**src/rtl/shift_arbiter_16b.sv**
```systemverilog
// Two-port round-robin arbiter in front of the shared 16-bit barrel shifter.
// Each accepted request drives the shifter lines for one cycle, and the result
// is captured into a one-entry response register tagged with the winning port.
// A pair of saturating grant counters tracks how often each port is served.
module shift_arbiter_16b #(
  parameter int CNT_W = 8
) (
  input  logic             clk,
  input  logic             rst,
  input  logic             req0_valid,
  output logic             req0_ready,
  input  logic [15:0]      req0_in,
  input  logic [15:0]      req0_sh,
  input  logic             req0_sign,
  input  logic             req0_cont,
  input  logic             req1_valid,
  output logic             req1_ready,
  input  logic [15:0]      req1_in,
  input  logic [15:0]      req1_sh,
  input  logic             req1_sign,
  input  logic             req1_cont,
  output logic [15:0]      sh_in,
  output logic [15:0]      sh_amt,
  output logic             sh_sign,
  output logic             sh_cont,
  input  logic [15:0]      sh_out,
  output logic             rsp_valid,
  input  logic             rsp_ready,
  output logic             rsp_id,
  output logic [15:0]      rsp_data,
  output logic [CNT_W-1:0] gnt0_cnt,
  output logic [CNT_W-1:0] gnt1_cnt
);

  localparam logic [CNT_W-1:0] CNT_ONE = {{(CNT_W-1){1'b0}}, 1'b1};
  localparam logic [CNT_W-1:0] CNT_MAX = {CNT_W{1'b1}};

  logic prio;
  logic sel;
  logic any_valid;
  logic slot_free;
  logic hs;

  // Pick the winner: preferred port if valid, else the other one. With no
  // valid request sel falls back to 0 so the shifter sees port 0's fields.
  always_comb begin
    any_valid = req0_valid | req1_valid;
    if (prio) sel = req1_valid;
    else      sel = !req0_valid && req1_valid;
    slot_free  = !rsp_valid || rsp_ready;
    hs         = slot_free && any_valid;
    req0_ready = hs && !sel;
    req1_ready = hs && sel;
  end

  // Steer the winning port's fields onto the shifter.
  always_comb begin
    if (sel) begin
      sh_in   = req1_in;
      sh_amt  = req1_sh;
      sh_sign = req1_sign;
      sh_cont = req1_cont;
    end else begin
      sh_in   = req0_in;
      sh_amt  = req0_sh;
      sh_sign = req0_sign;
      sh_cont = req0_cont;
    end
  end

  // Response slot and round-robin pointer. A capture in the same cycle as a
  // drain simply overwrites the slot so back-to-back operation is sustained.
  always_ff @(posedge clk or posedge rst) begin
    if (rst) begin
      rsp_valid <= 1'b0;
      rsp_id    <= 1'b0;
      rsp_data  <= 16'h0000;
      prio      <= 1'b0;
    end else if (hs) begin
      rsp_valid <= 1'b1;
      rsp_id    <= sel;
      rsp_data  <= sh_out;
      prio      <= !sel;
    end else if (rsp_ready) begin
      rsp_valid <= 1'b0;
    end
  end

  // Per-port grant counters, pinned at all-ones instead of wrapping.
  always_ff @(posedge clk or posedge rst) begin
    if (rst) begin
      gnt0_cnt <= '0;
      gnt1_cnt <= '0;
    end else begin
      if (req0_ready && gnt0_cnt != CNT_MAX) gnt0_cnt <= gnt0_cnt + CNT_ONE;
      if (req1_ready && gnt1_cnt != CNT_MAX) gnt1_cnt <= gnt1_cnt + CNT_ONE;
    end
  end

endmodule

```
**config.mk**
```make
export PLATFORM = sky130hd
export DESIGN_NAME = shift_arbiter_16b
export DESIGN_NICKNAME = d
export VERILOG_FILES = /design/src/rtl/shift_arbiter_16b.sv
export SDC_FILE = /design/constraint.sdc
export NUM_CORES = 1
export LEC_CHECK = 0
export ABC_AREA = 1
export CAP_MARGIN = 20
export CORE_MARGIN = 4
export CORE_UTILIZATION = 45
export DETAILED_ROUTE_END_ITERATION = 6
export DONT_BUFFER_PORTS = 1
export GPL_ROUTABILITY_DRIVEN = 0
export HOLD_SLACK_MARGIN = 0.06
export PLACE_DENSITY_LB_ADDON = 0.05
export SYNTH_ARGS = -nofsm -noshare
export SYNTH_HDL_FRONTEND = slang
export SYNTH_SLANG_ARGS = --single-unit
export TNS_END_PERCENT = 20
```
**constraint.sdc**
```tcl
create_clock -name clk -period 1.7 [get_ports clk]
set_clock_uncertainty 0.1 [all_clocks]
set_input_delay 0.17 -clock clk [delete_from_list [all_inputs] [get_ports clk]]
set_output_delay 0.17 -clock clk [all_outputs]
set_load 0.005 [all_outputs]
```
Yosys cells after proc, flatten, opt, wreduce, memory -nomap -nowiden --
Cells that the tools add are included.
Cells by class: $add $sub $neg 2, eq/ne operators 2, mux-type cells 7, bitwise logic cells 1, reduce and logical (&&, ||, !) cells 11
Operators with widths (count):
- $mux 16 | 2
- $add 8x1->8 const B | 2
- $ne 8x8->1 const B | 2
- $logic_and 1x1->1 | 6
- $mux 1 | 5
- $logic_not 1->1 | 3
- $reduce_bool 2->1 | 1
- $logic_or 1x1->1 | 1
- $or 1x1->1 | 1
Word-level totals: bits in registers 35, input port bits 89, logic and storage cells 29

Longest topological paths before layout --
word-level depth 6, depth in mapped cells 8, depth with buffers taken out 8

Worst setup path before layout --
OpenSTA, ideal clock, no wires.
kind flip-flop to flip-flop, from register gnt0_cnt[0], to register gnt0_cnt[5], library setup time 0.065 ns, arrival time 1.179 ns, data required time 1.535 ns, path slack 0.356 ns, cell stages (with the launch flop) 8, clock period less this slack 1.344 ns, cell sequence dfrtp_1 ha_1 nand2_1 nor2_2 nand3_2 nand2_4 nand2_1 nand2_1
On the way: longest elaborated chain between the ends 2, elaborated cells between the ends (all ways) 3, those cells by class 1 x add/sub; 1 x eq/ne; 1 x reduce/logical
RTL lines:
- from (decl) | line 31 | output logic [CNT_W-1:0] gnt0_cnt,
- from (signal assigned) | line 95 | if (req0_ready && gnt0_cnt != CNT_MAX) gnt0_cnt <= gnt0_cnt + CNT_ONE;
- branches (longest 2 deep; another with $add 8x1->8)
Parallel ways; which one is timed is not known. A chain may end at the register's enable or synchronous reset.

Worst setup path after layout --
from register prio, to output sh_cont
On the way: longest elaborated chain between the ends 2
RTL lines:
- from (decl) | line 38 | logic prio;
- from (signal assigned) | line 83 | prio <= !sel;
- $mux 1 | line 48 | if (prio) sel = req1_valid;
- $mux 1 | line 58 | if (sel) begin
- to (decl) | line 25 | output logic sh_cont,
No other way between the ends.

==> run metrics <==
Worst VDD drop 0.000785 V; fraction of registers with async set/reset 1.00; drt first pass iters 4; global-route wire length before repair 10600 um; final worst path period need 1.58 ns; flop and latch count out of synthesis 35; clk slew on worst S/H paths 0.07 ns; slew margin rel. 0.545; initial antenna violation count 0; Die Y 78.6 um; Synth Area per Inst 6.49 um2; Yosys top cell area share 0.390; outcome finished, final reports clean; Ports 159; Clock Path Buffers 2; Yosys Warn Count 0; Num CTS Buffers 5; layout cells sized above 1 0.0989; Max Cap Violations 0; CP startpoint kind flip-flop; largest net degree at the start of global routing 37; drt total wl 6840 um; die width 78.6 um; Vias per Instance 4.99; area grow syn2layout 18.5%; data required time of the worst path 1.43 ns; CTS tree yes; RSZ-0062 raised after global routing true; final setup vio count 0; initial core utilization 0.469; PwrDens 944 nW/um2; fill count 455; Post-Syn Instances 346; hpwl dp 5080 um; Critical Path End sh_cont; Clock Tree Root clkbuf_8; crit path from prio; R2R cell count 7; Post-synth EDFFs 0; Hold Path Cell Cnt 3; Final nets 464; Seq/Total Area, Yosys 0.390; via count 2201; vias in the first global route 2062; Global Route Usage Sum 0.220; initial DRC count 66; Final Max Tran Viols 0; R2R Path Start gnt1_cnt[1]; reg2reg setup slack 0.18 ns; net count after synthesis 437; Least-Margin Pin Slew 0.682 ns; post-synth top area cell dfrtp_1; final core occ 0.556; Cell Rows 25; Hold Path Class in2reg; global route overflow 0; Fin. Hold Viols 0; Routed Antenna Nets 0; mean routed wirelength per cell 15.5 um; worst hold margin 0.0768 ns; ranking of synthesized cells by area dfrtp_1 39%, nand2_1 38%, nand3_1 3.8%; PortBufs 0; antenna cells 0; critical setup path kind reg2out; static leakage 0.00149 uW; Top FF cell, synth dfrtp_1; Peak Freq 0.632 GHz; Core Area 4790 um2; DRC viols 0; fraction of the cycle the final worst path needs 0.931; H-tree levels 2; Critical Path Fanout Max 22; Skew-Pair Late Insertion Delay 0.28 ns; Worst Path Arrival 1.31 ns; crit path capture type output port; die area 6180 um2; mapped cell area 2240 um2; RR Endpoint gnt1_cnt[5]; post-synth cell types 24; CTS sink cnt 35
## cell type report
| type | count | area (um2) | area share |
|---|---|---|---|
| multi-input combinational | 281 | 1240 | 0.465 |
| sequential | 35 | 877 | 0.330 |
| timing repair buffer | 29 | 285 | 0.107 |
| inverter | 21 | 83.8 | 0.0315 |
| tap | 67 | 83.8 | 0.0315 |
| clock buffer | 5 | 68.8 | 0.0259 |
| clock inverter | 3 | 23.8 | 0.00894 |
## cell usage after synthesis, types with 2 or more instances
master / count
nand2_1: 229
nor2_1: 10
dfrtp_1: 35
nor2_4: 2
inv_2: 2
nand4_1: 2
nor2_8: 2
ha_1: 2
nor2_2: 2
nand2_4: 4
nand3_1: 17
xor2_1: 2
nand3_2: 2
buf_2: 7
inv_1: 17
o21ai_0: 3
## worst max-delay path: stages, from the launching register on
cell and delay [ns]:
dfrtp_1 0.36, inv_1 0.07, nand2_1 0.08, nand2_4 0.10, buf_6 0.19, nand2_1 0.08, nand2_2 0.14
## per-layer routing
metal  vias to the layer above  routed length [um]  global-route usage
met4                         0                 106              0.0734
li1                       1105                   -                   -
met5                         -                   0                   0
met2                        91                3570               0.405
met1                      1001                2510               0.235
met3                         4                 657              0.0700
## cells by family after synthesis
kind of cell    Yosys count  share of synthesized area
compound gates            4                     0.0100
xor+xnor                  2                    0.00781
fa+ha+maj                 2                     0.0111
flops                    35                      0.390
buf+inv                  30                     0.0602
simple gates            273                      0.521
## metrics by stage
step	cell area [um2]	setup WS (ns)	TNS, ns	instances	power (uW)
global placement	2350	0.232	0	412	1830
global route	2660	-0.0146	-0.0234	441	2710
CTS	2630	0.0347	0	439	2530
finish	2660	0.117	0	441	2510
detailed placement	2350	0.168	0	412	1860
floorplan	2240	0.356	0	346	1640
## flip-flops by register name, indices dropped and copies added (netlist names)
name / cells
rsp_data: 16
gnt0_cnt: 8
gnt1_cnt: 8
prio: 1
rsp_id: 1
rsp_valid: 1
## placed cells by master (no fill, tap or decap), drive strengths merged
cell,count
buf,10
clkbuf,5
clkinv,1
clkinvlp,2
dfrtp,35
dlygate4sd3,19
ha,2
inv,21
nand2,235
nand3,19
nand3b,1
nand4,2
nor2,16
o21ai,3
o21bai,1
xor2,2
## report_power, final
| group | leakage [uW] | internal [uW] | switching, uW | total (uW) |
|---|---|---|---|---|
| Combinational | 0.00101 | 278 | 433 | 711 |
| Sequential | 0.000442 | 977 | 196 | 1170 |
| Clock | 0.0000408 | 293 | 333 | 626 |
| Total | 0.00149 | 1550 | 962 | 2510 |
## worst min-delay path by stage
stage	from	end	slack (ns)
floorplan	sh_out[0]	rsp_data[0]	0.18
global placement	rst	rsp_data[11]	0.09
detailed placement	rst	gnt0_cnt[7]	0.10
CTS	rsp_ready	prio	0.07
global route	rsp_ready	prio	0.1
finish	rsp_ready	prio	0.08
## repair_timing
item / 4_1_cts / 5_1_grt
endpoints found under the hold margin: 31 / 0
setup buffers: 0 / 2
setup endpoints to repair: 0 / 37
hold buffers: 19 / 0
gates resized for setup: 0 / 5
(Power assumes the default switching activity.)
